**src/rtl/regfile_wb_queue.sv**
```systemverilog
// Writeback queue feeding the LC-3b register file write port. In-order FIFO of
// {dest, data}, one commit per cycle, with a youngest-match bypass lookup.
module regfile_wb_queue #(
  parameter int DEPTH = 4,
  localparam int PTR_W = $clog2(DEPTH)
) (
  input  logic             clk,
  input  logic             reset,
  input  logic             wr_valid,
  input  logic [2:0]       wr_dest,
  input  logic [15:0]      wr_data,
  output logic             wr_ready,
  input  logic             rf_stall,
  output logic             rf_load,
  output logic [2:0]       rf_dest,
  output logic [15:0]      rf_data,
  input  logic [2:0]       lk_reg,
  output logic             lk_hit,
  output logic [15:0]      lk_data,
  output logic [PTR_W:0]   count
);

  localparam logic [PTR_W:0] C_FULL  = (PTR_W+1)'(DEPTH);
  localparam logic [PTR_W:0] C_EMPTY = (PTR_W+1)'(0);

  logic [2:0]       r_dest [DEPTH];
  logic [15:0]      r_data [DEPTH];
  logic [PTR_W-1:0] r_head;
  logic [PTR_W-1:0] r_tail;
  logic [PTR_W:0]   r_count;

  logic             w_empty;
  logic             w_push;
  logic             w_pop;
  logic             w_hit;
  logic [15:0]      w_lk_data;

  assign w_empty  = (r_count == C_EMPTY);
  assign wr_ready = (r_count != C_FULL);
  assign w_push   = wr_valid & wr_ready;
  assign w_pop    = ~w_empty & ~rf_stall;
  assign rf_load  = w_pop;
  assign rf_dest  = w_empty ? 3'd0 : r_dest[r_head];
  assign rf_data  = w_empty ? 16'd0 : r_data[r_head];
  assign count    = r_count;
  assign lk_hit   = w_hit;
  assign lk_data  = w_lk_data;

  // Entry storage; contents are irrelevant until the slot is occupied.
  always_ff @(posedge clk) begin
    if (w_push) begin
      r_dest[r_tail] <= wr_dest;
      r_data[r_tail] <= wr_data;
    end
  end

  // Pointers and occupancy.
  always_ff @(posedge clk or posedge reset) begin
    if (reset) begin
      r_head  <= PTR_W'(0);
      r_tail  <= PTR_W'(0);
      r_count <= C_EMPTY;
    end else begin
      if (w_push) r_tail <= r_tail + PTR_W'(1);
      if (w_pop)  r_head <= r_head + PTR_W'(1);
      case ({w_push, w_pop})
        2'b10:   r_count <= r_count + (PTR_W+1)'(1);
        2'b01:   r_count <= r_count - (PTR_W+1)'(1);
        default: r_count <= r_count;
      endcase
    end
  end

  // Walk occupied slots oldest to youngest so the last match wins.
  always_comb begin
    w_hit     = 1'b0;
    w_lk_data = 16'd0;
    for (int i = 0; i < DEPTH; i++) begin
      w_hit     = w_hit | (((PTR_W+1)'(i) < r_count) && (r_dest[r_head + PTR_W'(i)] == lk_reg));
      w_lk_data = (((PTR_W+1)'(i) < r_count) && (r_dest[r_head + PTR_W'(i)] == lk_reg))
                  ? r_data[r_head + PTR_W'(i)] : w_lk_data;
    end
  end

endmodule

```
**config.mk**
```make
export PLATFORM = sky130hd
export DESIGN_NAME = regfile_wb_queue
export DESIGN_NICKNAME = d
export VERILOG_FILES = /design/src/rtl/regfile_wb_queue.sv
export SDC_FILE = /design/constraint.sdc
export NUM_CORES = 1
export LEC_CHECK = 0
export ABC_AREA = 1
export BUFFER_PORTS_ARGS = -buffer_cell sky130_fd_sc_hd__buf_2
export CORE_MARGIN = 2
export CORE_UTILIZATION = 50
export CTS_CLUSTER_SIZE = 8
export DETAILED_ROUTE_END_ITERATION = 7
export HOLD_SLACK_MARGIN = 0.03
export PLACE_DENSITY_LB_ADDON = 0.15
export SLEW_MARGIN = 20
export SYNTH_ARGS = -nofsm -noshare
export SYNTH_HDL_FRONTEND = slang
export SYNTH_SLANG_ARGS = --single-unit
```
**constraint.sdc**
```tcl
create_clock -name clk -period 3.4 [get_ports clk]
set_input_delay 0.17 -clock clk [delete_from_list [all_inputs] [get_ports clk]]
set_output_delay 0.17 -clock clk [all_outputs]
set_load 0.05 [all_outputs]
```
==> results.py <==
metrics = {
    "job": {
        "drv_cap": 0,
    },
    "worst_setup_path": {
        "crit_type": "reg2out",
        "cpPeakStageDelay_ns": 0.59,
        "path_common_cell": "nand2_1",
        "cp.required_ns": 3.23,
        "cp_slowest_cell": "dfrtp_4",
        "path_cells": "inv_4 -> nand2_1 -> nand2_1 -> nand2_1 -> nand2_1 -> o21ai_1 -> nor2_4 -> nand2_4 -> nand2_1 -> inv_1 -> nand2_1 -> nand2_1 -> nand2_1 -> buf_2",
        "cp_max_fo": 33,
        "worstSetupStartpointType": "flip-flop",
        "cp-end-kind": "output port",
        "crit_arrival_ns": 2.92,
    },
    "clock_tree": {
        "numCtsBuffers": 9,
        "cts_setup_buffers": 0,
        "cts_tree": "built",
        "clk_latency_ns": 0.33,
        "cts.htree.levels": 3,
        "clk_pin_slew_ns": 0.06,
        "clockBufferDepth": 2,
        "cts_sinks": 83,
        "root_buffer": "clkbuf_16",
    },
    "die": {
        "core_area_mm2": 0.01132,
        "dieArea_mm2": 0.01241,
        "num_rows": 39,
        "die_w_um": 111.4,
        "pin_count": 67,
        "fp.dieH_um": 111.4,
        "initial_utilization": 0.5096,
    },
    "sta": {
        "max_freq_mhz": 323.8,
        "skew_ns": 0.003798,
        "hold_violations": 0,
        "tns_ns": 0,
        "relSlewSlack": 0.5901,
        "slew_violations": 0,
        "finalCriticalPeriod_ns": 3.088,
        "finalSetupViolCount": 0,
        "tightestPinTransition_ns": 0.6149,
        "grt_setup_unrepaired": "false",
        "finalCritPeriodShare": 0.9083,
    },
    "global_routing": {
        "gr-usage-all-layers": 0.2398,
        "grt_max_degree": 97,
        "grt_pass1_wl_mm": 23.37,
        "antenna_found_initial": 0,
        "grt_remaining_overflow": 0,
        "grt_pass1_vias": 4210,
    },
    "yosys": {
        "yosys.area.top_type": "edfxtp_1",
        "synthTopCellsByArea": "edfxtp_1 (40%), nand2_1 (21%), o21ai_0 (9.0%)",
        "yosysWarnings": 0,
        "synth_area_mm2": 0.005769,
        "avgSynthCellArea_um2": 7.185,
        "ys_seq_area_frac": 0.4259,
        "syn_nets": 838,
        "synth_top_area_share": 0.3956,
        "synth-seq-cells": 83,
        "synthCells": 803,
        "ys_types": 30,
    },
    "drt": {
        "num_vias": 5154,
        "via_per_inst": 5.180,
        "drc": 0,
        "drtAntennaViolNets": 0,
        "wire_per_inst_um": 14.84,
        "wl_mm": 14.77,
        "drtIter0Drc": 569,
        "first_pass_iters": 5,
    },
    "finish": {
        "layout_common_cells": "nand2_1 (330), o21ai_0 (104), inv_1 (90)",
        "design_area_mm2": 0.006434,
        "n_antenna_cell": 0,
        "num-fill-cells": 1074,
        "fin_nets": 882,
        "areaGrowthSynthToFinish_pct": 11.52,
        "drive_gt1_frac": 0.1232,
        "finalNonFillerCells": 995,
        "final_common_cell": "nand2_1",
        "final_util": 0.5683,
    },
    "place": {
        "port_buffers": 66,
        "hpwl_mm": 11.12,
        "gp_congestion": 0.8738,
        "place_inst": 978,
        "place_area_mm2": 0.006098,
    },
    "worst_hold_path": {
        "hold_path_class": "in2reg",
    },
    "run_status": {
        "outcome": "finished, final reports clean",
    },
}
-- sequential cells by signal, indices dropped and copies added, names as in the netlist --
register / cells
r_tail: 2
r_head: 2
r_dest: 12
count: 3
r_data: 64
-- routing by layer --
layer	part of all wire	track usage
met5	0	0
met4	0.0065	0.04444
met3	0.094	0.04028
met2	0.37	0.2951
met1	0.53	0.4280
-- synthesized netlist by cell type --
cell,n
buf_4,9
buf_1,1
nor2_1,32
buf_2,9
buf_6,6
inv_4,1
and2_1,1
o21ai_0,104
nor2_2,1
nand2_4,4
clkbuf_1,18
edfxtp_1,76
mux2i_1,15
ha_1,9
nor3_1,1
nor2_4,4
o211ai_1,1
nand2_1,330
nand3b_1,1
nor2_8,1
inv_2,3
o2111ai_1,1
xor2_1,3
a21oi_1,3
nand2_2,2
inv_1,90
xnor2_1,2
nand3_1,64
o21ai_1,4
dfrtp_1,7
-- kinds of logic after synthesis --
kind of cell / after synthesis / share of synthesized area
AO/OA/AOI/OAI: 113 / 0.09911
adder cells (fa/ha/maj): 9 / 0.01952
buffers and inverters: 137 / 0.1052
multiplexers: 15 / 0.02602
flip-flops: 83 / 0.4259
XOR/XNOR: 5 / 0.007592
AND/OR/NAND/NOR: 441 / 0.3166
-- critical path: cells and delay by family (launching register included) --
kind | cells | cell delay (ns)
simple gates | 10 | 1.30
flops | 1 | 0.59
compound gates | 1 | 0.09
buf+inv | 3 | 0.60
-- cell type report --
class / instances / area (µm²) / share of cell area
well taps: 143 / 178.9 / 0.02781
flip-flops and latches: 83 / 2461 / 0.3825
repair buffers: 76 / 411.6 / 0.06398
clock inverters: 4 / 76.32 / 0.01186
inverters: 94 / 355.3 / 0.05523
multi-input cells: 583 / 2714 / 0.4218
clock buffers: 12 / 236.5 / 0.03676
-- final timing paths --
path	start	end	slack (ns)	cells after the start
min reg2reg	count[1]$_DFFE_PP0P_	count[1]$_DFFE_PP0P_	0.57	2
min in group asynchronous	reset	r_head[0]$_DFFE_PP0P_	0.35	3
max in group asynchronous	reset	r_head[0]$_DFFE_PP0P_	2.79	3
min	wr_data[3]	r_data[1][3]$_DFFE_PP_	0.05	1
max	r_head[0]$_DFFE_PP0P_	lk_data[2]	0.31	14
max reg2reg	count[0]$_DFFE_PP0P_	count[2]$_DFFE_PP0P_	1.12	11
-- what timing repair did --
action                                  CTS  global route
hold buffers                              1             0
endpoints found under the setup margin    0             4
endpoints found under the hold margin     7             0
resized for setup                         0             2
-- through the flow --
step | hold slack [ns] | worst slack [ns]
floorplan | -0.02660 | 0.4249
global placement | 0.1229 | 0.6632
detailed placement | 0.1329 | 0.6215
CTS | 0.03705 | 0.2526
global route | 0.05057 | 0.07483
finish | 0.05157 | 0.3117
Power is not shown: default switching activity piles up to over one toggle a cycle in this logic, so the estimate is an artifact.
